`config.mk`:
```
export PLATFORM = sky130hd
export DESIGN_NAME = seq_play_ctrl
export DESIGN_NICKNAME = d
export VERILOG_FILES = /design/src/rtl/seq_pkg.sv /design/src/rtl/seq_step_timer.sv /design/src/rtl/seq_play_ctrl.sv
export SDC_FILE = /design/constraint.sdc
export NUM_CORES = 1
export LEC_CHECK = 0
export BUFFER_PORTS_ARGS = -buffer_cell sky130_fd_sc_hd__buf_4
export CAP_MARGIN = 20
export CORE_UTILIZATION = 25
export DETAILED_ROUTE_END_ITERATION = 8
export HOLD_SLACK_MARGIN = 0.02
export PLACE_DENSITY = 0.39
export RECOVER_POWER = 50
export SYNTH_ARGS = -nofsm -noshare
export SYNTH_HDL_FRONTEND = slang
export SYNTH_SLANG_ARGS = --single-unit
```
`constraint.sdc`:
```
create_clock -name clk -period 4.8 [get_ports clk]
set_input_delay 0.96 -clock clk [delete_from_list [all_inputs] [get_ports clk]]
set_output_delay 0.96 -clock clk [all_outputs]
set_load 0.01 [all_outputs]
```
`src/rtl/seq_pkg.sv`:
```
// Shared types and defaults for the step-sequencer playback controller.
// Latency: n/a (types and constants only).
// Backpressure: n/a.
package seq_pkg;

  localparam int STEPS_DEF   = 8;
  localparam int VOICES_DEF  = 8;
  localparam int TEMPO_W_DEF = 24;

  // Shortest step the FETCH/CAPTURE/RUN pipeline can sustain, in clk cycles.
  localparam int MIN_PERIOD  = 3;

  typedef enum logic [1:0] {
    IDLE    = 2'd0,
    FETCH   = 2'd1,
    CAPTURE = 2'd2,
    RUN     = 2'd3
  } state_t;

endpackage

```
`src/rtl/seq_step_timer.sv`:
```
// Loadable saturating down-counter; expired is high while the count sits at 0.
// Latency: load takes effect on the next clk edge; expired is combinational from the count.
// Backpressure: none; dec is ignored once the count reaches 0.
module seq_step_timer #(
  parameter int W = 24
) (
  input  logic         clk,
  input  logic         rst,
  input  logic         load,
  input  logic [W-1:0] load_val,
  input  logic         dec,
  output logic         expired
);

  logic [W-1:0] count;

  // Load has priority over decrement; the count never wraps below zero.
  always_ff @(posedge clk or posedge rst) begin
    if (rst) begin
      count <= '0;
    end else if (load) begin
      count <= load_val;
    end else if (dec && (count != '0)) begin
      count <= count - W'(1);
    end
  end

  assign expired = (count == '0);

endmodule

```
`src/rtl/seq_play_ctrl.sv`:
```
// Step-sequencer playback: tempo, looping playhead, pattern row fetch, voice gates (swing via SEQ_SWING_EN).
// Latency: start to first step_strobe is 3 cycles; strobes then repeat every step duration.
// Backpressure: none; the pattern port must return rd_data the cycle after rd_en.
module seq_play_ctrl
  import seq_pkg::*;
#(
  parameter  int STEPS   = STEPS_DEF,
  parameter  int VOICES  = VOICES_DEF,
  parameter  int TEMPO_W = TEMPO_W_DEF,
  localparam int SW      = $clog2(STEPS)
) (
  input  logic               clk,
  input  logic               rst,
  input  logic               start,
  input  logic               stop,
  input  logic [TEMPO_W-1:0] tempo_div,
  input  logic [TEMPO_W-1:0] gate_len,
  input  logic [SW-1:0]      loop_last,
  output logic               rd_en,
  output logic [SW-1:0]      rd_addr,
  input  logic [VOICES-1:0]  rd_data,
  output logic [VOICES-1:0]  voice_gate,
  output logic               step_strobe,
  output logic [SW-1:0]      step_idx,
  output logic               playing
`ifdef SEQ_SWING_EN
  ,
  input  logic [TEMPO_W-2:0] swing_amt
`endif
);

  state_t             state;
  logic [SW-1:0]      loop_last_q;
  logic [TEMPO_W-1:0] t_eff;
  logic [TEMPO_W-1:0] t_minus_min;
  logic [TEMPO_W-1:0] step_load;
  logic [TEMPO_W-1:0] gate_load;
  logic [SW-1:0]      next_idx;
  logic               tmr_load;
  logic               step_dec;
  logic               gate_dec;
  logic               step_expired;
  logic               gate_expired;

  // Effective period T; the pipeline needs at least MIN_PERIOD cycles per step.
  assign t_eff       = (tempo_div < TEMPO_W'(MIN_PERIOD)) ? TEMPO_W'(MIN_PERIOD) : tempo_div;
  assign t_minus_min = t_eff - TEMPO_W'(MIN_PERIOD);

  // The step timer counts RUN cycles after the strobe cycle: a step of D cycles
  // spends D-2 cycles in RUN, so it is loaded with D-3 and leaves RUN at zero.
`ifdef SEQ_SWING_EN
  logic [TEMPO_W-1:0] swing_ext;
  logic [TEMPO_W-1:0] s_eff;
  logic [TEMPO_W:0]   long_load;

  // S is clamped to T-3 so the short (odd) step never drops below MIN_PERIOD.
  assign swing_ext = {1'b0, swing_amt};
  assign s_eff     = (swing_ext > t_minus_min) ? t_minus_min : swing_ext;
  assign long_load = {1'b0, t_minus_min} + {1'b0, s_eff};
  assign step_load = step_idx[0] ? (t_minus_min - s_eff)
                                 : (long_load[TEMPO_W] ? '1 : long_load[TEMPO_W-1:0]);
`else
  assign step_load = t_minus_min;
`endif

  // Gate timer counts from the strobe cycle; zero means this cycle is the last gated one.
  assign gate_load = (gate_len == '0) ? '0 : (gate_len - TEMPO_W'(1));

  // Both step_idx == loop_last and an out-of-range playhead wrap to step 0.
  assign next_idx = (step_idx >= loop_last_q) ? '0 : (step_idx + SW'(1));

  assign tmr_load = (state == CAPTURE);
  assign step_dec = (state == RUN);
  // The gate timer keeps running through FETCH/CAPTURE so gates shorter than
  // the step can still end there; the next CAPTURE overrides it anyway.
  assign gate_dec = (state != IDLE);

  seq_step_timer #(.W(TEMPO_W)) u_step_timer (
    .clk      (clk),
    .rst      (rst),
    .load     (tmr_load),
    .load_val (step_load),
    .dec      (step_dec),
    .expired  (step_expired)
  );

  seq_step_timer #(.W(TEMPO_W)) u_gate_timer (
    .clk      (clk),
    .rst      (rst),
    .load     (tmr_load),
    .load_val (gate_load),
    .dec      (gate_dec),
    .expired  (gate_expired)
  );

  // Playback FSM with registered outputs; stop beats start, start beats normal sequencing.
  always_ff @(posedge clk or posedge rst) begin
    if (rst) begin
      state       <= IDLE;
      rd_en       <= 1'b0;
      rd_addr     <= '0;
      voice_gate  <= '0;
      step_strobe <= 1'b0;
      step_idx    <= '0;
      playing     <= 1'b0;
      loop_last_q <= '0;
    end else begin
      rd_en       <= 1'b0;
      step_strobe <= 1'b0;
      if (stop) begin
        state      <= IDLE;
        voice_gate <= '0;
        step_idx   <= '0;
        rd_addr    <= '0;
        playing    <= 1'b0;
      end else if (start) begin
        // Restart cleanly: the old row must not keep sounding into step 0.
        state      <= FETCH;
        rd_en      <= 1'b1;
        rd_addr    <= '0;
        step_idx   <= '0;
        voice_gate <= '0;
        playing    <= 1'b1;
      end else begin
        case (state)
          IDLE: begin
            voice_gate <= '0;
          end
          FETCH: begin
            state <= CAPTURE;
            if (gate_expired) voice_gate <= '0;
          end
          CAPTURE: begin
            // Row, gate length and loop bound are all taken here, once per step.
            state       <= RUN;
            voice_gate  <= (gate_len != '0) ? rd_data : '0;
            step_strobe <= 1'b1;
            loop_last_q <= loop_last;
          end
          RUN: begin
            if (gate_expired) voice_gate <= '0;
            if (step_expired) begin
              state    <= FETCH;
              rd_en    <= 1'b1;
              rd_addr  <= next_idx;
              step_idx <= next_idx;
            end
          end
          default: state <= IDLE;
        endcase
      end
    end
  end

endmodule

```
# After elaboration in Yosys (flattened, before gate mapping)
# Index checks and enable logic that the tools add are counted.
# word_totals
wordCells	72
output_inout_bits	17
ff_bits	67
inputBits	63
# classes
mux	29
n_eq_ne	5
n_lt_le_gt_ge	2
add_sub_neg	5
bitwise_logic	2
reduce_logical	20
# ops
op	n
24-bit two-way mux	6
24-bit logical NOT	3
24-bit nonzero test	3
24-bit by 1-bit subtractor with 24-bit output (second input constant)	3
8-bit two-way mux	4
24-bit by 2-bit < comparator with 1-bit output (second input constant)	1
8-bit one-hot mux with 3 select lines	1
24-bit by 2-bit subtractor with 24-bit output (second input constant)	1
3-bit two-way mux	5
1-bit two-way mux	9
2-bit nonzero test	4
2-bit two-way mux	3
2-bit one-hot mux with 3 select lines	1
3-bit nonzero test	2
5-bit nonzero test	1
2-bit equality test (second input constant)	2
4-bit by 1-bit != test with 1-bit output (second input constant)	1
4-bit != test (second input constant)	1
2-bit AND reduction	2
3-bit by 1-bit adder with 3-bit output (second input constant)	1
3-bit greater-or-equal comparator	1
3-bit AND reduction	1
2-bit by 1-bit equality test with 1-bit output (second input constant)	1
1-bit logical AND	2
3 further kinds	4

# Logic depth before layout (Yosys ltp)
# logic_depth
depth_word	6
depth_mapped	11
ltp_nobuf	11

# By module
# From an unflattened synthesis, not the netlist that was laid out.
# unflattened
cells_unflattened	549
hier_area_um2	4838.4
# by_module_without_submodules
module	cells_each	n_inst	seq_area_each_um2	area_each_um2
seq_step_timer	158	2	600.6	1485.2
seq_play_ctrl	233	1	475.5	1868.0

# Worst setup path after synthesis
# OpenSTA, ideal clock, no wires.
# synth_path
path_type	input to register
from	in tempo_div[1]
to	reg u_step_timer.count[16]
t_required_ps	4679
setup_time_ps	121
setup_slack_ps	1755
t_arrival_ps	2924
n_path_buf	0
cell_stages	11
cell_sequence	a2111o_1 -> nor4b_4 -> nand3_1 -> nand2b_1 -> ha_1 -> nor2_1 -> nand4b_1 -> nor2_1 -> xnor2_1 -> a21oi_1 -> o22a_1
# synth_between
elab_chain_cells	4
# synth_lines
item	line_no	source
start: declaration	seq_play_ctrl.sv:16	input logic [TEMPO_W-1:0] tempo_div,
24-bit by 2-bit < comparator with 1-bit output	seq_play_ctrl.sv:46	assign t_eff = (tempo_div < TEMPO_W'(MIN_PERIOD)) ? TEMPO_W'(MIN_PERIOD) : tempo_div;
24-bit two-way mux *	seq_play_ctrl.sv:46	
24-bit by 2-bit subtractor with 24-bit output *	seq_play_ctrl.sv:47	assign t_minus_min = t_eff - TEMPO_W'(MIN_PERIOD);
24-bit two-way mux *	seq_step_timer.sv:21	end else if (load) begin
end signal: assignment	seq_step_timer.sv:22	count <= load_val;
end signal: assignment	seq_step_timer.sv:24	count <= count - W'(1);
end: declaration	seq_step_timer.sv:15	logic [W-1:0] count;
# Mark *: on every way between the ends. The rest lies on a longest branch, timed or not.
# A chain may end at the register's enable or synchronous reset.

# Final worst setup path
# Ends and elaborated chain as after synthesis.

==> metrics.md <==
| Metric | Value |
|---|---|
| Cell Area, Placed | 5557 sq um |
| Post-route cell area | 5826 sq um |
| Setup TNS | 0 ns |
| Worst setup SP type | primary input |
| Kind of end point of the critical path | flip-flop |
| Worst-skew pair later-pin latency | 0.34 ns |
| Vias in the first global route | 4331 |
| Fin crit share | 66.91% |
| IO Pins | 80 |
| Leak pwr | 0.002241 uW |
| Worst-Margin Slew | 1.121 ns |
| Initial Util | 25.89% |
| Row count | 49 |
| CTS clk-pin slew, worst paths | 0.05 ns |
| Sequential share of the synthesized area | 35.45% |
| Cells after Synth | 550 |
| Nets | 697 |
| Die ar. | 19470 sq um |
| DR vias | 4529 |
| CTS sink count | 67 |
| Share of cells above drive strength 1 | 17.30% |
| Synth unique cells | 72 |
| RSZ-0062 raised after global routing | false |
| Seq. cell area | 1677 sq um |
| Routed Antenna Nets | 0 |
| Die W | 139.5 microns |
| Synth Cell Area | 4730 sq um |
| Crit Path Max Fanout | 6 |
| Multi-input logic area | 2873 sq um |
| Final core occ | 31.89% |
| Pre-antenna DRT Iters | 5 |
| GR Util All Layers | 15.44% |
| PostCTS Resize Cnt | 0 |
| Slew margin rel. | 25.18% |
| Final setup viols | 0 |
| Syn nets | 622 |
| Worst endpoint required time | 5.03 ns |
| Final WL | 14.58 mm |
| Fin. max-slew vios | 0 |
| GRT overflow | 0 |
| Die height | 139.5 microns |
| Hold_buf cts | 0 |
| WHS | 0.5045 ns |
| WL/cell | 16.97 microns |
| First-pass GRT wire length | 23.63 mm |
| Initial antenna violation count | 0 |
| Most frequent cells in the layout | 67 x buf_4, 67 x dfrtp_1, 55 x nor2_1 |
| Post-CTS setup buffers | 0 |
| Arrival time at the worst endpoint | 3.44 ns |
| Clock tree buffer depth | 2 |
| Cell Pwr Density | 355.5 nW/um^2 |
| Total power | 2071 uW |
| Synthesized area per cell | 8.599 sq um |
| Setup Skew | 0.005887 ns |
| Asr flop ratio synth | 100.0% |
| VDD IR max | 0.1392 mV |
| Synth warn | 0 |
| CTS Buf Count | 9 |
| TritonCTS clock tree | done |
| Largest net degree at the start of global routing | 43 |
| Dpl hpwl | 10.73 mm |
| Residual DRC | 0 |
| # fillers | 1964 |
| Status | finished clean |
| Final Hold Viols | 0 |
| Area Growth Syn to Fin | 23.17% |
| Clock Tree Root | clkbuf_16 |
| H-tree depth | 3 |
| Tmin final | 3.212 ns |
| #FFs+latches synth | 67 |
| Final GP Congestion | 0.7768 |
| Ant diodes | 0 |
| Crit Path Category | in2reg |
| Core Area | 18270 sq um |
| Most used flip-flop cell after synthesis | dfrtp_1 |
| Fmax | 311.3 MHz |
| Min-delay worst type | reg2reg |
| Vias/cell | 5.272 |
| Max Cap Violations | 0 |
| Post-synth EDFFs | 0 |
| # port buffers | 79 |
| Drt initial violations | 248 |
## cell usage after synthesis, drive strengths merged (6+ instances only)
library cell	n	area, sq um
o21ai	36	180.2
or3	11	73.82
ha	9	112.6
xnor2	21	183.9
dfrtp	67	1677
inv	20	75.07
nand2b	10	62.56
o311ai	6	52.55
a22o	11	96.34
nand2	41	156.4
o211ai	7	52.55
nand4	7	43.79
xor2	16	140.1
buf	12	73.82
nor4	21	180.2
o31ai	7	80.08
o22ai	8	50.05
nand3	18	90.09
clkbuf	9	33.78
nor2	58	222.7
nor3	33	176.4
a21oi	35	175.2
## flip-flops by register name, summed over array words and instances (netlist names)
| register | count |
|---|---|
| u_gate_timer.count | 24 |
| u_step_timer.count | 24 |
| voice_gate | 8 |
| loop_last_q | 3 |
| step_idx | 3 |
| state | 2 |
| playing | 1 |
| rd_en | 1 |
| step_strobe | 1 |
## per-layer routing
| layer | routed length (microns) | vias to the layer above | track usage, % |
|---|---|---|---|
| li1 | - | 2217 | - |
| met1 | 6859 | 2187 | 20.28 |
| met2 | 6859 | 107 | 25.39 |
| met3 | 644 | 18 | 3.579 |
| met4 | 216 | 0 | 4.106 |
| met5 | 0 | - | 0 |
## path summary, 6_finish.rpt
| path | start | slack (ns) | cells after the start | end |
|---|---|---|---|---|
| worst min register to register | playing | 0.50 | 2 | playing |
| max in group asynchronous | rst | 2.72 | 3 | state[0] |
| worst min-delay path | playing | 0.50 | 2 | playing |
| min in group asynchronous | rst | 0.91 | 2 | voice_gate[7] |
| worst max register to register | u_step_timer.count[0] | 2.10 | 8 | u_step_timer.count[11] |
| worst max-delay path | tempo_div[1] | 1.59 | 12 | u_step_timer.count[16] |
## where the power goes
group	switching (uW)	internal [uW]	total, uW
clock network	259	482	741
logic	273	230	503
registers	138	688	827
total	670	1400	2070
## stage by stage
step	worst slack (ns)	cells
2_1_floorplan	1.755	550
3_3_place_gp	1.282	842
3_5_place_dp	1.226	843
4_1_cts	1.589	859
5_1_grt	1.350	859
6_report	1.588	859
## worst max-delay path, stage by stage
cell and delay [ns]:
buf_4 0.12, a2111o_1 0.52, nor4b_4 0.38, nand3_1 0.21, nand2b_1 0.14, ha_1 0.23, nor2_1 0.08, nand4b_1 0.27
nor2_1 0.09, xnor2_1 0.15, a21oi_1 0.09, o22a_1 0.19
## area by class of cell
type	count	share of cell area (%)
multi-input combinational	442	49.31
sequential	67	28.78
timing repair buffer	85	10.05
tap	229	4.918
clock buffer	12	4.403
inverter	20	1.289
clock inverter	4	1.246
## cells by family after synthesis
group / share of synthesized area [%]
and+or+nand+nor: 27.38
AOI/OAI and AO/OA: 23.39
DFF: 35.45
buffers and inverters: 3.862
xor gates and xnor gates: 6.852
adders and majority gates: 2.381
muxes: 0.6878
Note: power is estimated with default switching activity, not from simulation.
